<file path="config.mk">
export PLATFORM = sky130hd
export DESIGN_NAME = throughput_run_controller
export DESIGN_NICKNAME = d
export VERILOG_FILES = /design/src/rtl/throughput_test_pkg.sv /design/src/rtl/run_length_counter.sv /design/src/rtl/throughput_run_controller.sv
export SDC_FILE = /design/constraint.sdc
export NUM_CORES = 1
export LEC_CHECK = 0
export ABC_AREA = 1
export BUFFER_PORTS_ARGS = -buffer_cell sky130_fd_sc_hd__buf_2
export CORE_ASPECT_RATIO = 2
export CORE_MARGIN = 3
export CORE_UTILIZATION = 30
export CTS_CLUSTER_DIAMETER = 60
export CTS_CLUSTER_SIZE = 30
export DETAILED_ROUTE_END_ITERATION = 16
export GPL_TIMING_DRIVEN = 0
export MAX_ROUTING_LAYER = met4
export PLACE_DENSITY_LB_ADDON = 0.25
export SETUP_SLACK_MARGIN = 0.15
export SLEW_MARGIN = 20
export SYNTH_ARGS = -nofsm -noshare
export SYNTH_HDL_FRONTEND = slang
export SYNTH_SLANG_ARGS = --single-unit
</file>
<file path="constraint.sdc">
create_clock -name clock -period 1.75 [get_ports clock]
set_input_delay 0.35 -clock clock [delete_from_list [all_inputs] [get_ports clock]]
set_output_delay 0.35 -clock clock [all_outputs]
set_load 0.005 [all_outputs]
</file>
<file path="src/rtl/throughput_test_pkg.sv">
// Shared definitions for the throughput test harness: run-controller state
// encoding, lane width and the run-length counter width helper.
package throughput_test_pkg;

    localparam int LANE_WIDTH = 8;

    localparam logic [2:0] ST_IDLE    = 3'd0;
    localparam logic [2:0] ST_LOAD    = 3'd1;
    localparam logic [2:0] ST_RUN     = 3'd2;
    localparam logic [2:0] ST_DRAIN   = 3'd3;
    localparam logic [2:0] ST_CAPTURE = 3'd4;
    localparam logic [2:0] ST_SEND    = 3'd5;

    typedef enum logic [2:0] {
        IDLE    = ST_IDLE,
        LOAD    = ST_LOAD,
        RUN     = ST_RUN,
        DRAIN   = ST_DRAIN,
        CAPTURE = ST_CAPTURE,
        SEND    = ST_SEND
    } run_state_t;

    // One extra bit so a zero length byte can stand for 2**count_width.
    function automatic int counter_width(input int count_width);
        return count_width + 1;
    endfunction

endpackage

</file>
<file path="src/rtl/run_length_counter.sv">
// Loadable down-counter shared by the RUN and DRAIN phases; saturates at zero.
module run_length_counter #(
    parameter int WIDTH = 9
) (
    input  logic             clock,
    input  logic             reset,
    input  logic             load,
    input  logic [WIDTH-1:0] load_value,
    input  logic             decrement,
    output logic             at_one
);

    logic [WIDTH-1:0] count;

    always_ff @(posedge clock) begin
        if (!reset) begin
            count <= '0;
        end else if (load) begin
            count <= load_value;
        end else if (decrement && count != '0) begin
            count <= count - WIDTH'(1);
        end
    end

    assign at_one = (count == WIDTH'(1));

endmodule

</file>
<file path="src/rtl/throughput_run_controller.sv">
// Gates the processor for a host-requested run length plus pipeline drain,
// then returns the processor result byte over a valid/ready handshake.
module throughput_run_controller
    import throughput_test_pkg::*;
#(
    parameter int REPLICATION_FACTOR = 12,
    parameter int PROCESSOR_LATENCY  = 2,
    parameter int COUNT_WIDTH        = 8
) (
    input  logic                                  clock,
    input  logic                                  reset,
    input  logic [LANE_WIDTH*REPLICATION_FACTOR-1:0] in_data,
    input  logic                                  in_valid,
    output logic                                  in_ready,
    output logic                                  processor_enable,
    output logic [LANE_WIDTH*REPLICATION_FACTOR-1:0] processor_data_in,
    input  logic [LANE_WIDTH-1:0]                 processor_data_out,
    output logic [LANE_WIDTH-1:0]                 out_data,
    output logic                                  out_valid,
    input  logic                                  out_ready,
    output logic                                  busy
);

    localparam int  CW       = counter_width(COUNT_WIDTH);
    localparam bit  NO_DRAIN = (PROCESSOR_LATENCY == 0);

    run_state_t    state;
    logic [CW-1:0] length_q;
    logic [CW-1:0] length_next;
    logic          ctr_load;
    logic [CW-1:0] ctr_value;
    logic          ctr_dec;
    logic          ctr_at_one;

    // A zero length byte means the full 2**COUNT_WIDTH cycles.
    assign length_next = (in_data[COUNT_WIDTH-1:0] == '0) ? CW'(1 << COUNT_WIDTH)
                                                         : {1'b0, in_data[COUNT_WIDTH-1:0]};

    assign in_ready = reset && (state == IDLE || state == LOAD);
    assign busy     = (state != IDLE);

    always_comb begin
        ctr_load  = 1'b0;
        ctr_value = length_q;
        ctr_dec   = (state == RUN) || (state == DRAIN);
        if (state == LOAD && in_valid) begin
            ctr_load = 1'b1;
        end else if (state == RUN && ctr_at_one && !NO_DRAIN) begin
            ctr_load  = 1'b1;
            ctr_value = CW'(PROCESSOR_LATENCY);
        end
    end

    run_length_counter #(.WIDTH(CW)) u_counter (
        .clock      (clock),
        .reset      (reset),
        .load       (ctr_load),
        .load_value (ctr_value),
        .decrement  (ctr_dec),
        .at_one     (ctr_at_one)
    );

    always_ff @(posedge clock) begin
        if (!reset) begin
            state             <= IDLE;
            length_q          <= '0;
            processor_enable  <= 1'b0;
            processor_data_in <= '0;
            out_data          <= '0;
            out_valid         <= 1'b0;
        end else begin
            case (state)
                IDLE: begin
                    if (in_valid) begin
                        length_q <= length_next;
                        state    <= LOAD;
                    end
                end
                LOAD: begin
                    if (in_valid) begin
                        processor_data_in <= in_data;
                        processor_enable  <= 1'b1;
                        state             <= RUN;
                    end
                end
                RUN: begin
                    if (ctr_at_one) begin
                        if (NO_DRAIN) begin
                            processor_enable <= 1'b0;
                            state            <= CAPTURE;
                        end else begin
                            state <= DRAIN;
                        end
                    end
                end
                DRAIN: begin
                    if (ctr_at_one) begin
                        processor_enable <= 1'b0;
                        state            <= CAPTURE;
                    end
                end
                CAPTURE: begin
                    out_data  <= processor_data_out;
                    out_valid <= 1'b1;
                    state     <= SEND;
                end
                SEND: begin
                    if (out_ready) begin
                        out_valid <= 1'b0;
                        state     <= IDLE;
                    end
                end
                default: state <= IDLE;
            endcase
        end
    end

endmodule
</file>
==> summary.txt, run 1 <==
status: finished clean
clock transition at the registers of the reported paths: 0.06 ns
Placer Congestion: 0.8688
# port buffers: 215
DRT Wirelength: 15,500 um
CTS Sinks: 127
Final min period: 1.508 ns
cells after synthesis: 661
Pint: 5.979 mW
average wire per standard cell: 13.95 um
combinational power share: 18.6%
HP Class: input pin to flip-flop
count of cell types in the netlist: 27
Slew headroom: 54.34%
#FFs+latches synth: 127
post-synthesis sequential area ratio: 50.81%
RSZ-0062 raised after global routing: false
filler instances: 1,765
TritonCTS clock tree: done
Flop pwr share: 38.9%
Post-CTS Setup Inserts: 0
Leakage: 3.203 nW
total number of vias: 5,023
IR drop worst, VDD: 738.4 uV
CP max stage cell: buf_2
grt met1 use: 18.17%
I/O Pins: 216
Layout area overhead: 39.18%
crit path cell chain: buf_2 > inv_2 > buf_2 > nor3_2 > buf_2
Worst Clk Skew: 0.009127 ns
P_sw: 2.329 mW
Nets: 1,006
Critical Path Sink Type: output port
RR Endpoint: u_counter.count[1]$_SDFFE_PN0P_
Worst R2R Start: u_counter.count[0]$_SDFFE_PN0P_
DRC viols: 0
gr ovfl total: 0
Multi-input gate area: 0.002167 mm^2
hold_buf cts: 0
clock network fraction of total power: 42.5%
CTS buffer count: 17
cell repeated most along the worst path: buf_2
Die Span Y: 188.6 um
period utilisation layout: 86.15%
maxcap violations: 0
Most Crowded Layer GR: met2
clk_lat worst skew: 0.42 ns
DP Wirelength: 11,760 um
CP top delay family: buffers and inverters
critical path's largest stage delay: 0.30 ns
Final Setup Violations: 0
Fin. Hold Viols: 0
share of layout cells above drive strength 1: 33.66%
critical path startpoint category: input pin
Setup Crit Path Kind: input pin to output port
DR pass1 iterations: 4
Die X: 97.32 um
met3 Usage GRT: 3.409%
Core ar.: 0.01635 mm^2
Post-Route Utilization: 42.59%
hold-critical path depth: 3
commonest non-fill, non-tap cell in the layout: nand2_1
worst slew pin tran: 0.6849 ns
Syn Std Cell Area: 0.005004 mm^2
placed insts: 1,080
pwr/cell area: 1193 mW/mm^2
top cells by area, synth: dfxtp_1 (51%), nand2_1 (19%), a21oi_1 (10%)
Mean Syn Cell Area: 7.570 um^2
Global Route Usage Sum: 17.52%
Finished Layout Cells: 1,111
commonest cells after routing, fill and taps aside: nand2_1 (253), buf_2 (225), dfxtp_1 (125)
post-route ant nets: 0
initial DRC count: 163
hold endpoint: processor_data_in[31]$_SDFFE_PN0P_
Core Rows: 66
CP max FO: 10
root buf cell: clkbuf_16
M2 GR Usage: 31.82%
Reg area: 0.002545 mm^2
Worst EP arrival: 1.16 ns
die area: 0.01836 mm^2
global-route wire length before repair: 24,970 um
pin count of the biggest net entering global routing: 17
Max Fclk: 663.3 MHz
leading area contributor after synthesis: dfxtp_1
Syn Nets: 772
max-slew violations: 0
Worst Min Path Start: in_data[31]
Yosys top cell area share: 50.81%
buffers and inverters on the worst path: 4
switching part of the total power: 28.03%
Crit path required time: 1.40 ns
Bufs on Longest Clock Path: 2
antenna violations before repair: 1
reg-to-reg slack, setup: 0.27 ns
vias per inst: 4.521
Initial Utilization: 30.60%
vias in the first global route: 5,051
CTS H-tree lvls: 4
warnings from Yosys: 0
R2R depth: 9
## metrics by stage
stage | hold slack, ns | area, um^2 | setup slack [ns] | TNS (ns) | power, mW
after floorplan | 0.4454 | 5004 | 0.4356 | 0 | 4.264
after global placement | 0.4484 | 6335 | -0.03350 | -0.1976 | 4.817
after detailed placement | 0.4506 | 6335 | -0.008353 | -0.02682 | 4.828
after CTS | 0.1524 | 6922 | 0.1758 | 0 | 8.405
after global routing | 0.1611 | 6964 | 0.1564 | 0 | 8.768
final | 0.1735 | 6964 | 0.2424 | 0 | 8.308
## power groups by stage
stage / combinational (mW) / sequential (mW) / clock (mW)
after global routing: 1.76 / 3.26 / 3.74
after global placement: 1.53 / 3.29 / 0
after CTS: 1.54 / 3.23 / 3.63
final: 1.55 / 3.23 / 3.53
after floorplan: 0.974 / 3.29 / 0
after detailed placement: 1.54 / 3.29 / 0
## cells by family after synthesis
group	after synthesis	synth area share, %
xor gates and xnor gates	1	0.1751
adders and majority gates	3	0.7503
and+or+nand+nor	343	28.28
DFF	127	50.81
buffers and inverters	62	6.576
AOI/OAI and AO/OA	125	13.40
## worst reg2reg max path, stage by stage (launching register included)
cell and delay, ns:
dfxtp_1 0.32, inv_1 0.12, ha_1 0.16, nand2_1 0.05, nor2_1 0.12, nand2_1 0.10
nand2_4 0.14, nand3_4 0.14, o21ai_0 0.17, nor2_1 0.05
## how the worst max path moves through the flow
stage                     cells after the start                            start                                 end  slack [ns]
after floorplan                               9  u_counter.count[0]$_SDFFE_PN0P_     u_counter.count[1]$_SDFFE_PN0P_        0.44
after detailed placement                      5                            reset  processor_data_in[25]$_SDFFE_PN0P_      -0.008
after global placement                        5                            reset  processor_data_in[28]$_SDFFE_PN0P_       -0.03
after global routing                          9  u_counter.count[0]$_SDFFE_PN0P_     u_counter.count[1]$_SDFFE_PN0P_        0.16
after CTS                                     2            state[2]$_SDFFE_PN0P_                            in_ready        0.18
final                                         5                            reset                            in_ready        0.24
## timing repair
action / 4_1_cts / 5_1_grt
pin swaps: 0 / 2
setup endpoints to repair: 1 / 12
hold endpoints to repair: 0 / 0
resized for setup: 1 / 9
## cells in the mapped netlist
cell type and number:
nand2_4 1, nand3_1 12, xor2_1 1, dfxtp_1 127, o211ai_1 3, buf_6 6, nand2_2 10, a21oi_1 102
nand3_2 3, buf_1 1, clkinv_2 1, a21oi_2 10, o21ai_0 10, nor2_1 46, nand2_1 254, buf_2 10
ha_1 3, inv_1 20, nand4_1 10, clkinv_1 1, nand3_4 1, nor2_4 2, buf_4 10, inv_2 2
nor4_1 2, nor3_1 2, clkbuf_1 11
## registers in the layout, summed over array words and instances, names as in the netlist
register and flops:
processor_data_in 96, length_q 9, state 3, out_valid 1
u_counter.count 9, out_data 8, processor_enable 1
## metal layers
layer | vias up | share of wire, % | wire [um]
met3 | 25 | 4.8 | 739
met1 | 2263 | 38 | 5893
li1 | 2590 | - | -
met5 | - | 0 | 0
met4 | 0 | 2.2 | 336
met2 | 145 | 55 | 8533
## cell type report
cell class,instances,share of cell area [%]
inverter,24,1.312
timing repair buffer,215,15.45
buffer,38,3.467
sequential,127,36.54
clock inverter,11,2.048
tap,204,3.665
multi-input combinational,472,31.12
antenna,1,0.03593
clock buffer,19,6.360
No activity file was read; power rests on OpenSTA's default activity.
==> inputs of run 2 (changes only) <==
BUFFER_PORTS_ARGS = -buffer_cell sky130_fd_sc_hd__buf_4   (was -buffer_cell sky130_fd_sc_hd__buf_2)
SYNTH_HIERARCHICAL = 1   (was not set)
==> run 2 against run 1 <==
Cell count is 4.3% higher. Area after synthesis rose by 5.2%. Flip-flop and latch count stayed put. Sequential power is 6.2% higher. Die area up 4.9%. Clock-buffer cell count increased by 5. Critical endpoint is now u_counter/count[6]$_SDFFE_PN0P_. Synthesized cell count increased by 3.9%. Clock power down 4%. Final area increased by 16%. Clock skew down 0.0028 ns. Setup slack got worse by 0.15 ns. Via count increased by 14%. Critical path type is now flip-flop to flip-flop.
==> summary.txt, run 2 <==
status: finished clean
Syn Nets: 798
period utilisation layout: 94.50%
count of cell types in the netlist: 31
antenna violations before repair: 0
pin count of the biggest net entering global routing: 18
pwr/cell area: 1223 mW/mm^2
cells after synthesis: 687
max-slew violations: 0
# port buffers: 214
Nets: 1,053
Post-synth ARST share: 0%
average wire per standard cell: 16.49 um
Setup Crit Path Kind: flip-flop to flip-flop
root buf cell: clkbuf_16
Pint: 6.743 mW
Finished Layout Cells: 1,159
share of layout cells above drive strength 1: 36.24%
Final Setup Violations: 0
Flop pwr share: 34.6%
Initial Utilization: 30.92%
DRC viols: 0
CTS Sinks: 127
post-synthesis sequential area ratio: 48.32%
I/O Pins: 216
top cells by area, synth: dfxtp_1 (48%), nand2_1 (12%), nand4_1 (12%)
Power Total: 9.910 mW
IR drop worst, VDD: 707.5 uV
# diodes: 0
warnings from Yosys: 6
leading area contributor after synthesis: dfxtp_1
Die X: 99.64 um
Global Route Usage Sum: 20.53%
Synth Flop Type: dfxtp_1
Reg area: 0.002554 mm^2
clock network fraction of total power: 34.2%
Critical Path Sink Type: flip-flop
filler instances: 1,719
TritonCTS clock tree: done
CP max FO: 5
CTS buffer count: 17
Core Rows: 67
hold_buf cts: 0
HP Class: input pin to flip-flop
Worst EP arrival: 1.95 ns
#FFs+latches synth: 127
Placer Congestion: 0.8337
Bufs on Longest Clock Path: 2
Post-synth top cells: nand2_1 (162), dfxtp_1 (127), a21oi_1 (114), nand4_1 (97), nor2_1 (42)
Worst Clk Skew: 0.006330 ns
Post-synth EDFFs: 0
RSZ-0062 raised after global routing: true
clk_lat worst skew: 0.41 ns
Largest Register: processor_data_in
global-route wire length before repair: 30,020 um
initial DRC count: 180
commonest cells after routing, fill and taps aside: buf_4 (231), nand2_1 (158), dfxtp_1 (120)
Layout area overhead: 53.98%
DRT Wirelength: 19,110 um
Crit path required time: 2.05 ns
critical path startpoint category: flip-flop
P_sw: 3.167 mW
Multi-input gate area: 0.002439 mm^2
commonest non-fill, non-tap cell in the layout: buf_4
die area: 0.01926 mm^2
Yosys top cell area share: 48.32%
Core ar.: 0.01702 mm^2
Largest regs: processor_data_in (96), length_q (9), u_counter/count (9)
most frequent cell after synthesis: nand2_1
switching part of the total power: 31.96%
total number of vias: 5,718
vias in the first global route: 5,778
Final min period: 1.654 ns
post-route ant nets: 0
worst slew pin tran: 0.6549 ns
Leakage: 3.464 nW
Syn Std Cell Area: 0.005261 mm^2
max reg flops: 96
Slew headroom: 56.34%
vias per inst: 4.934
DP Wirelength: 14,100 um
combinational power share: 31.2%
clock transition at the registers of the reported paths: 0.06 ns
maxcap violations: 0
Fin. Hold Viols: 0
Mean Syn Cell Area: 7.658 um^2
placed insts: 1,108
DR pass1 iterations: 4
gr ovfl total: 0
CTS H-tree lvls: 4
Die Span Y: 193.3 um
Max Fclk: 604.7 MHz
run 2: cell count changes in the layout (fill, tap and decap cells not counted), moves of 10 or more:
cell / previous run / this run
buf_2: 225 / 23
nand2_1: 253 / 158
nand4_1: 10 / 97
a21oi_1: 102 / 112
buf_4: 9 / 231
run 2: worst paths after layout:
kind                                 startpoint                                 end  slack (ns)  cells after the start
max             u_counter/count[7]$_SDFFE_PN0P_     u_counter/count[6]$_SDFFE_PN0P_         0.1                     11
min                       processor_data_out[1]            out_data[1]$_SDFFE_PN0P_        0.19                      3
max reg2reg     u_counter/count[7]$_SDFFE_PN0P_     u_counter/count[6]$_SDFFE_PN0P_         0.1                     11
min reg2reg  processor_data_in[36]$_SDFFE_PN0P_  processor_data_in[36]$_SDFFE_PN0P_        0.46                      2
run 2: power by group through the flow:
stage / clock (mW) / sequential, mW / combinational [mW]
2_1_floorplan: 0 / 3.46 / 1.61
3_3_place_gp: 0 / 3.46 / 2.69
3_5_place_dp: 0 / 3.46 / 2.70
4_1_cts: 3.47 / 3.42 / 2.99
5_1_grt: 3.58 / 3.46 / 3.42
6_report: 3.39 / 3.43 / 3.10
run 2: critical path: stages (launching register included):
cell     delay, ns
dfxtp_2       0.35
nor2_4        0.12
nand2_2       0.08
nor4_4        0.25
nand3_2       0.16
nand2_4       0.15
inv_6         0.07
buf_8         0.13
nand3_2       0.07
nand2_1       0.05
nand2_1       0.05
a21oi_1       0.05
run 2: what timing repair did:
| item | 4_1_cts | 5_1_grt |
|---|---|---|
| endpoints found under the hold margin | 0 | 0 |
| gates resized for setup | 40 | 25 |
| pin swaps | 15 | 6 |
| gates cloned | 3 | 1 |
| setup endpoints to repair | 20 | 49 |
| buffers inserted | 14 | 6 |
run 2: area by class of cell:
| class | count | share of cell area [%] |
|---|---|---|
| clock buffers | 24 | 6.317 |
| clock inverters | 5 | 0.6795 |
| plain buffers | 56 | 3.907 |
| repair inverters | 2 | 0.1699 |
| well taps | 207 | 3.197 |
| repair buffers | 236 | 22.38 |
| multi-input cells | 470 | 30.10 |
| flip-flops and latches | 127 | 31.52 |
| inverters | 32 | 1.730 |
run 2: metrics by stage:
stage | hold WS (ns) | util (%) | instance area [um^2] | setup WS, ns | TNS [ns]
floorplan | 0.4406 | - | 5280 | 0.1584 | 0
global placement | 0.4483 | 41.99 | 7146 | -0.1993 | -2.166
detailed placement | 0.4509 | 41.99 | 7146 | -0.2160 | -2.703
CTS | 0.1699 | 46.92 | 7985 | 0.01575 | 0
global route | 0.1800 | 47.61 | 8102 | -0.006810 | -0.01001
finish | 0.1893 | 47.61 | 8102 | 0.09632 | 0
run 2: logic make-up (layout without fill, tap and decap cells):
family | count (synthesis) | count (layout) | synth area share [%]
adder cells (fa/ha/maj) | 3 | 3 | 0.7135
flip-flops | 127 | 127 | 48.32
AO/OA/AOI/OAI | 130 | 130 | 12.51
buffers and inverters | 90 | 355 | 7.467
AND/OR/NAND/NOR | 334 | 334 | 30.49
XOR/XNOR | 3 | 3 | 0.4995
run 2: per-layer routing:
layer  share of wire, %  vias up  track usage (%)
li1                   -     2855                -
met5                  0        -                -
met4                4.6        0            11.30
met2                 57      161            37.55
met3                3.2       43            2.920
met1                 36     2659            20.28
==> inputs of run 3 (changes only) <==
ABC_AREA = not set   (was 1)
==> run 3 against run 2 <==
The flow now finishes with violations (negative setup slack). Largest cell class is now multi-input gates. Clock power is 2% higher. Register-to-register slack worse by 0.20 ns. Routed wire length decreased by 13%. Synthesized cell count down 13%. Worst hold slack lost 0.023 ns. Clock-buffer cell count down 3. Die area increased by 3.0%. Fmax is 11% lower. Non-clock buffer count is 13 lower. Critical path type unchanged. Via count fell by 15%. Utilization shrank 1.2 points. Flip-flop and latch count stayed put.
==> summary.txt, run 3 <==
Leakage: 3.446 nW
DRC viols: 0
Core Rows: 69
max reg flops: 96
Post-synth top cells: nand2_1 (185), dfxtp_1 (127), a21boi_0 (50), a21boi_2 (30), nand2_2 (30)
P_sw: 2.261 mW
DP Wirelength: 12,350 um
Worst Clk Skew: 0.007445 ns
combinational power share: 20.2%
Final Setup Violations: 9
gr ovfl total: 0
root buf cell: clkbuf_16
post-route ant nets: 0
count of cell types in the netlist: 48
Max Fclk: 539.4 MHz
Syn Nets: 706
Fin. Hold Viols: 0
CTS Sinks: 127
clock network fraction of total power: 41.1%
Worst Slack Setup Final: -0.1038 ns
initial DRC count: 95
top cells by area, synth: dfxtp_1 (47%), nand2_1 (13%), a21boi_0 (6.9%)
TNS Setup: -0.5246 ns
max-slew violations: 0
average wire per standard cell: 15.45 um
DR pass1 iterations: 5
die area: 0.01984 mm^2
worst hold margin: 0.1667 ns
IR drop worst, VDD: 591.9 uV
CTS H-tree lvls: 4
pwr/cell area: 1015 mW/mm^2
Placer Congestion: 0.8014
maxcap violations: 0
Post-synth EDFFs: 0
CP max FO: 9
Reg area: 0.002566 mm^2
cells after synthesis: 595
# port buffers: 215
Layout area overhead: 52.19%
reg-to-reg slack, setup: -0.10 ns
TritonCTS clock tree: done
Bufs on Longest Clock Path: 2
Mean Syn Cell Area: 9.122 um^2
commonest cells after routing, fill and taps aside: buf_4 (242), nand2_1 (183), dfxtp_1 (118)
period utilisation layout: 105.9%
total number of vias: 4,882
Nets: 962
Syn Std Cell Area: 0.005428 mm^2
I/O Pins: 216
post-synthesis sequential area ratio: 46.84%
RSZ-0062 raised after global routing: true
placed insts: 1,023
#FFs+latches synth: 127
post-route cell area: 0.008260 mm^2
CTS buffer count: 17
Initial Utilization: 30.52%
most frequent cell after synthesis: nand2_1
Flop pwr share: 38.7%
Post-synth ARST share: 0%
Critical Path Sink Type: flip-flop
Synth Flop Type: dfxtp_1
Yosys top cell area share: 46.84%
Pint: 6.121 mW
# diodes: 0
clk_lat worst skew: 0.42 ns
Finished Layout Cells: 1,076
DRT Wirelength: 16,630 um
share of layout cells above drive strength 1: 46.00%
Post-Route Utilization: 46.45%
Die Span Y: 196.2 um
vias per inst: 4.537
worst slack, placed: -0.5587 ns
HP Class: input pin to flip-flop
Multi-input gate area: 0.002689 mm^2
switching part of the total power: 26.98%
Largest Register: processor_data_in
Crit path required time: 2.06 ns
clock transition at the registers of the reported paths: 0.06 ns
Core ar.: 0.01778 mm^2
failing checks: negative setup slack
Worst EP arrival: 2.17 ns
Slew headroom: 60.88%
placed cell area: 0.007357 mm^2
leading area contributor after synthesis: dfxtp_1
Final min period: 1.854 ns
warnings from Yosys: 6
Largest regs: processor_data_in (96), length_q (9), u_counter/count (9)
vias in the first global route: 4,992
pin count of the biggest net entering global routing: 17
Setup Crit Path Kind: flip-flop to flip-flop
antenna violations before repair: 0
filler instances: 1,771
status: finished with violations
Die X: 101.1 um
worst slew pin tran: 0.5786 ns
commonest non-fill, non-tap cell in the layout: buf_4
Global Route Usage Sum: 17.07%
critical path startpoint category: flip-flop
Power Total: 8.382 mW
global-route wire length before repair: 25,340 um
==> run 3: final timing paths <==
check / from / cells past startpoint / endpoint
max reg2reg: u_counter/count[5]$_SDFFE_PN0P_ / 8 / u_counter/count[8]$_SDFFE_PN0P_
min reg2reg: length_q[0]$_SDFFE_PN0P_ / 2 / length_q[0]$_SDFFE_PN0P_
max: u_counter/count[5]$_SDFFE_PN0P_ / 8 / u_counter/count[8]$_SDFFE_PN0P_
min: in_data[16] / 3 / processor_data_in[16]$_SDFFE_PN0P_
==> run 3: power groups by stage <==
stage | logic, mW | clock network, mW | registers, mW
detailed placement | 1.51 | 0 | 3.31
finish | 1.69 | 3.45 | 3.24
global route | 1.85 | 3.69 | 3.27
global placement | 1.51 | 0 | 3.30
floorplan | 0.847 | 0 | 3.30
CTS | 1.63 | 3.55 | 3.24
==> run 3: final cells by class <==
cell class                 count  share of cell area (%)
buffer                        42                   4.120
clock buffer                  21                   5.453
clock inverter                10                   1.394
inverter                       4                  0.3938
multi-input combinational    422                   32.55
sequential                   127                   31.07
tap                          213                   3.226
timing repair buffer         237                   21.80
==> run 3: kinds of logic (layout without fill, tap and decap cells) <==
group                    count (synthesis)  after routing  synth area share [%]
flip-flops                             127            127                 46.84
AND/OR/NAND/NOR                        272            272                 24.20
multiplexers                             8              8                 1.475
adder cells (fa/ha/maj)                  3              3                0.6916
buffers and inverters                   46            314                 5.740
XOR/XNOR                                 9              9                 1.452
AO/OA/AOI/OAI                          130            130                 19.59
==> run 3: what timing repair did <==
action,4_1_cts,5_1_grt
setup endpoints to repair,11,18
buffers inserted,12,8
gates cloned,1,1
resized for setup,36,22
hold buffers,0,0
pin swaps,5,3
==> run 3: per-layer routing <==
metal  vias to the layer above  wire, um  track usage [%]  share of wire, %
li1                       2480         -                -                 -
met1                      2201      5672            15.25                34
met2                       165      9524            32.29                57
met3                        36       844            3.701               5.1
met4                         0       588            8.728               3.5
met5                         -         0                -                 0
==> run 3: worst max-delay path: stages (launching register included) <==
cell,delay [ns]
dfxtp_4,0.35
nor4_4,0.35
and4b_2,0.31
nand2_2,0.07
nor3_4,0.12
buf_4,0.18
nor2b_1,0.05
or2b_1,0.21
o211a_1,0.12
